`config.mk`:
```
export PLATFORM = sky130hd
export DESIGN_NAME = gpio_in_debounce
export DESIGN_NICKNAME = d
export VERILOG_FILES = /design/src/rtl/gpio_in_debounce.sv
export SDC_FILE = /design/constraint.sdc
export NUM_CORES = 1
export LEC_CHECK = 0
export ABC_AREA = 1
export BUFFER_PORTS_ARGS = -buffer_cell sky130_fd_sc_hd__buf_4
export CAP_MARGIN = 30
export CORE_MARGIN = 2
export CORE_UTILIZATION = 68
export CTS_CLUSTER_SIZE = 12
export DETAILED_ROUTE_END_ITERATION = 8
export GPL_TIMING_DRIVEN = 0
export PLACE_DENSITY = 0.86
export REMOVE_ABC_BUFFERS = 1
export SYNTH_ARGS = -nofsm -noshare
export SYNTH_HDL_FRONTEND = slang
export SYNTH_SLANG_ARGS = --single-unit
```
`constraint.sdc`:
```
create_clock -name SYSCLK_apb -period 2.2 [get_ports SYSCLK_apb]
set_input_delay 0.11 -clock SYSCLK_apb [delete_from_list [all_inputs] [get_ports SYSCLK_apb]]
set_output_delay 0.11 -clock SYSCLK_apb [all_outputs]
set_load 0.02 [all_outputs]
```
`src/rtl/gpio_in_debounce.sv`:
```
// gpio_in_debounce: pad synchroniser + per-bit debounce filter feeding CoreGPIO GPIO_IN.
// Define GPIO_DEBOUNCE_EDGE_EN to build the registered RISE/FALL pulse outputs.
module gpio_in_debounce_bit #(
    parameter int   SYNC_STAGES     = 2,
    parameter int   CNT_WIDTH       = 16,
    parameter int   DEBOUNCE_CYCLES = 50000,
    parameter logic RESET_BIT       = 1'b0
) (
    input  logic SYSCLK_apb,
    input  logic PRESETN,
    input  logic pad,
    input  logic bypass,
    output logic db,
    output logic rise,
    output logic fall
);
    typedef enum logic {STABLE, COUNTING} state_t;

    logic [SYNC_STAGES-1:0] sync_q;
    logic [CNT_WIDTH-1:0]   cnt;
    state_t                 state;
    logic                   sync;
    logic                   mismatch;
    logic                   take;

    assign sync     = sync_q[SYNC_STAGES-1];
    assign mismatch = sync ^ db;
    // Terminal count wins over increment, so the counter can never wrap.
    assign take     = bypass | (mismatch & (cnt == CNT_WIDTH'(DEBOUNCE_CYCLES - 1)));

    always_ff @(posedge SYSCLK_apb or negedge PRESETN) begin
        if (!PRESETN) sync_q <= {SYNC_STAGES{RESET_BIT}};
        else          sync_q <= {sync_q[SYNC_STAGES-2:0], pad};
    end

    always_ff @(posedge SYSCLK_apb or negedge PRESETN) begin
        if (!PRESETN) begin
            state <= STABLE;
            cnt   <= '0;
            db    <= RESET_BIT;
        end else if (take) begin
            state <= STABLE;
            cnt   <= '0;
            db    <= sync;
        end else begin
            case (state)
                STABLE: begin
                    if (mismatch) begin
                        state <= COUNTING;
                        cnt   <= CNT_WIDTH'(1);
                    end
                end
                COUNTING: begin
                    if (mismatch) begin
                        cnt <= cnt + CNT_WIDTH'(1);
                    end else begin
                        state <= STABLE;
                        cnt   <= '0;
                    end
                end
            endcase
        end
    end

`ifdef GPIO_DEBOUNCE_EDGE_EN
    // Pulses are registered alongside db so they line up with the level change.
    always_ff @(posedge SYSCLK_apb or negedge PRESETN) begin
        if (!PRESETN) begin
            rise <= 1'b0;
            fall <= 1'b0;
        end else begin
            rise <= take &  sync & ~db;
            fall <= take & ~sync &  db;
        end
    end
`else
    assign rise = 1'b0;
    assign fall = 1'b0;
`endif
endmodule

module gpio_in_debounce #(
    parameter int                IO_NUM          = 8,
    parameter int                SYNC_STAGES     = 2,
    parameter int                CNT_WIDTH       = 16,
    parameter int                DEBOUNCE_CYCLES = 50000,
    parameter logic [IO_NUM-1:0] RESET_VAL       = '0
) (
    input  logic              SYSCLK_apb,
    input  logic              PRESETN,
    input  logic [IO_NUM-1:0] PAD_IN,
    input  logic              BYPASS,
    output logic [IO_NUM-1:0] GPIO_IN_DB,
    output logic [IO_NUM-1:0] RISE,
    output logic [IO_NUM-1:0] FALL
);
    generate
        if (IO_NUM < 1 || IO_NUM > 32) begin : g_bad_io_num
            $error("gpio_in_debounce: IO_NUM must be 1..32");
        end
        if (SYNC_STAGES < 2 || SYNC_STAGES > 4) begin : g_bad_sync
            $error("gpio_in_debounce: SYNC_STAGES must be 2..4");
        end
        if (longint'(DEBOUNCE_CYCLES) < longint'(1) ||
            longint'(DEBOUNCE_CYCLES) > ((longint'(1) << CNT_WIDTH) - longint'(1))) begin : g_bad_cycles
            $error("gpio_in_debounce: DEBOUNCE_CYCLES out of range for CNT_WIDTH");
        end
    endgenerate

    for (genvar i = 0; i < IO_NUM; i++) begin : g_bit
        gpio_in_debounce_bit #(
            .SYNC_STAGES    (SYNC_STAGES),
            .CNT_WIDTH      (CNT_WIDTH),
            .DEBOUNCE_CYCLES(DEBOUNCE_CYCLES),
            .RESET_BIT      (RESET_VAL[i])
        ) u_bit (
            .SYSCLK_apb(SYSCLK_apb),
            .PRESETN   (PRESETN),
            .pad       (PAD_IN[i]),
            .bypass    (BYPASS),
            .db        (GPIO_IN_DB[i]),
            .rise      (RISE[i]),
            .fall      (FALL[i])
        );
    end
endmodule

```
==> impl_metrics.csv <==
group,metric,value,unit
pwr,leakagePower,4.46,nW
hold_path,whs_path_depth,4,
logic_synthesis,syn_inst,1363,
sta,setup_viol,0,
drt,first_pass_iters,6,
cells_and_area,drive_above_1_share,5.17,%
placed_design,dpl.cell_count,1533,
die,die_height,124,microns
logic_synthesis,ys_ff_latch,160,
sta,timing.final.crit_share,83.8,%
grt,grt_max_degree,97,
worst_setup_path,critical_path_class,"register to register",
worst_setup_path,worst_path_largest_cell_delay,450,ps
clock_tree,htree_levels,4,
grt,antenna_found_initial,0,
pwr,cellPowerDensity,593,nW/um^2
clock_tree,clock-sinks,160,
worst_setup_path,start_kind,"register",
cells_and_area,nets,1400,
worst_setup_path,r2r_start,"g_bit[5].u_bit.cnt[0]",
sta,hold_violations,0,
worst_setup_path,crit_path_end,"g_bit[5].u_bit.cnt[13]",
logic_synthesis,netlist-cell-type-count,32,
logic_synthesis,synth_top_area_share,40.9,%
clock_tree,cts_buffers,17,
placed_design,portBuffers,18,
worst_setup_path,cpMaxStageDelayCell,"nand4_1",
worst_setup_path,end_kind,"register",
worst_setup_path,crit_chain,"ha_1 > nand3_1 > nor2_1 > nand2_1 > nand4_1 > o21bai_1",
sta,skew,6.16,ps
die,core,14000,sq um
clock_tree,clockBufferDepth,2,
die,dieArea,15400,sq um
sta,rsz0062_at_grt,"false",
worst_setup_path,crit_arrival,2180,ps
logic_synthesis,async_reset_ff_share,100,%
sta,fin_crit,1840,ps
drt,routed_via_density,5.53,
sta,drv_slew,0,
drt,wire_per_inst,13.3,microns
clock_tree,cts-resized-gates,0,
flow_run,maxCapViolations,0,
sta,worst_pin_slew,635,ps
grt,grt_pass1_vias,8261,
worst_setup_path,reg2reg_depth,6,
cells_and_area,final_common_cell,"nand2_1",
clock_tree,cts_tree,"done",
logic_synthesis,synthTopCellsByArea,"dfrtp_1, nand2_1, nor2_1",
die,io_pins,35,
clock_tree,cts_setup_buffers,0,
placed_design,gp_congestion,0.923,
worst_setup_path,reg2reg_to,"g_bit[5].u_bit.cnt[13]",
sta,fmax,542,MHz
logic_synthesis,syn-cell-area,9790,sq um
cells_and_area,diodes,0,
drt,drt_iter0_markers,781,
die,num_rows,43,
sta,slew_headroom,57.5,%
status,status,"finished, final reports clean",
cells_and_area,instances_no_fill,1572,
logic_synthesis,yosys.area.top_type,"dfrtp_1",
die,die_width,124,microns
worst_setup_path,cp.required,2540,ps
worst_setup_path,critical_path.max_fanout,13,
sta,setup_tns,0,ps
placed_design,place.detailed.hpwl,13900,microns
clock_tree,path_clk_slew,60,ps
grt,grt_overflow,0,
logic_synthesis,synth-main-ff-cell,"dfrtp_1",
drt,routed_wl,21000,microns
clock_tree,holdBufCountCts,9,
pwr,ir_drop,624,uV
drt,vias,8690,
drt,ant_nets,0,
logic_synthesis,ys_seq_area_share,40.9,%
logic_synthesis,synth_edf_count,0,
grt,grt_usage,29.5,%
pwr,total_power,6.26,mW
cells_and_area,area_delta_synth_final,7.84,%
clock_tree,clk_latency,440,ps
logic_synthesis,yosysWarnings,0,
logic_synthesis,synth.avg_cell_area,7.18,sq um
hold_path,hold_path_class,"primary input to register",
die,initial_core_util,70.0,%
worst_setup_path,cp-startpoint,"g_bit[5].u_bit.cnt[0]",
worst_setup_path,ff2ff_setup_slack,360,ps
drt,drc_errors,0,
grt,grt_pass1_wl,35900,microns
clock_tree,root_buffer,"clkbuf_16",
cells_and_area,final_cell_mix,"nand2_1, nor2_1, inv_1, dfrtp_1, nand3_1",
## critical path: cells and delay by family (launching register included)
family                     cells  cell delay (ps)
and+or+nand+nor                4              780
DFF                            1              410
AOI/OAI and AO/OA              1              340
adders and majority gates      1              230
## state kept, by name, summed over array words and instances (netlist names)
name and cells:
g_bit.u_bit.cnt 128, g_bit.u_bit.db 8, g_bit.u_bit.sync_q 16, g_bit.u_bit.state 8
## routing by layer
metal | GRT usage, % | share of wire [%] | up-vias
met3 | 5.45 | 5.5 | 51
met5 | 0 | 0 | -
li1 | - | - | 4291
met2 | 50.5 | 49 | 297
met4 | 11.4 | 2.1 | 0
met1 | 37.1 | 43 | 4051
## final cells by class
cell class | count | area [sq um]
Clock inverter | 7 | 62.6
Inverter | 172 | 648
Sequential cell | 160 | 4000
Multi-Input combinational cell | 1002 | 4890
Clock buffer | 23 | 468
Timing Repair Buffer | 28 | 260
Tap cell | 180 | 225
Fill cell | 1061 | 3430
## cells by family after synthesis
group	count (synthesis)	share of synthesized area [%]
AO/OA/AOI/OAI	157	10.5
other	1	0.0383
flip-flops	160	40.9
AND/OR/NAND/NOR	766	32.9
XOR/XNOR	55	4.92
buffers and inverters	216	9.74
adder cells (fa/ha/maj)	8	1.02
## worst min-delay path by stage
stage	start	end	slack [ps]
finish	BYPASS	g_bit[2].u_bit.state	90
global route	BYPASS	g_bit[2].u_bit.state	110
floorplan	PRESETN	g_bit[0].u_bit.cnt[0]	-190
CTS	BYPASS	g_bit[2].u_bit.state	80
detailed placement	PRESETN	g_bit[4].u_bit.cnt[13]	80
global placement	PAD_IN[3]	g_bit[3].u_bit.sync_q[0]	220
## cells in the mapped netlist, types with 7 or more instances
cell type / count
nand2_1: 344
o21bai_1: 91
o21ai_0: 46
dfrtp_1: 160
nand4_1: 37
ha_1: 8
buf_4: 31
xor2_1: 51
nand3_1: 94
buf_2: 7
inv_1: 171
nor2_1: 263
or2_2: 11
## where the power goes
group | total [mW] | switching (mW) | internal [mW]
logic | 0.440 | 0.322 | 0.118
registers | 3.08 | 0.0733 | 3.01
clock network | 2.74 | 1.15 | 1.59
## per-stage QoR
| stage | util (%) | area (sq um) | hold WS [ps] | worst slack, ps |
|---|---|---|---|---|
| global route | 75.5 | 10600 | 110 | 142 |
| finish | 75.5 | 10600 | 87.2 | 356 |
| detailed placement | 71.0 | 9940 | 76.6 | 348 |
| floorplan | - | 9540 | -186 | 734 |
| CTS | 75.5 | 10600 | 77.0 | 344 |
| global placement | 70.8 | 9900 | 219 | 168 |
No activity file was read; power rests on OpenSTA's default activity.
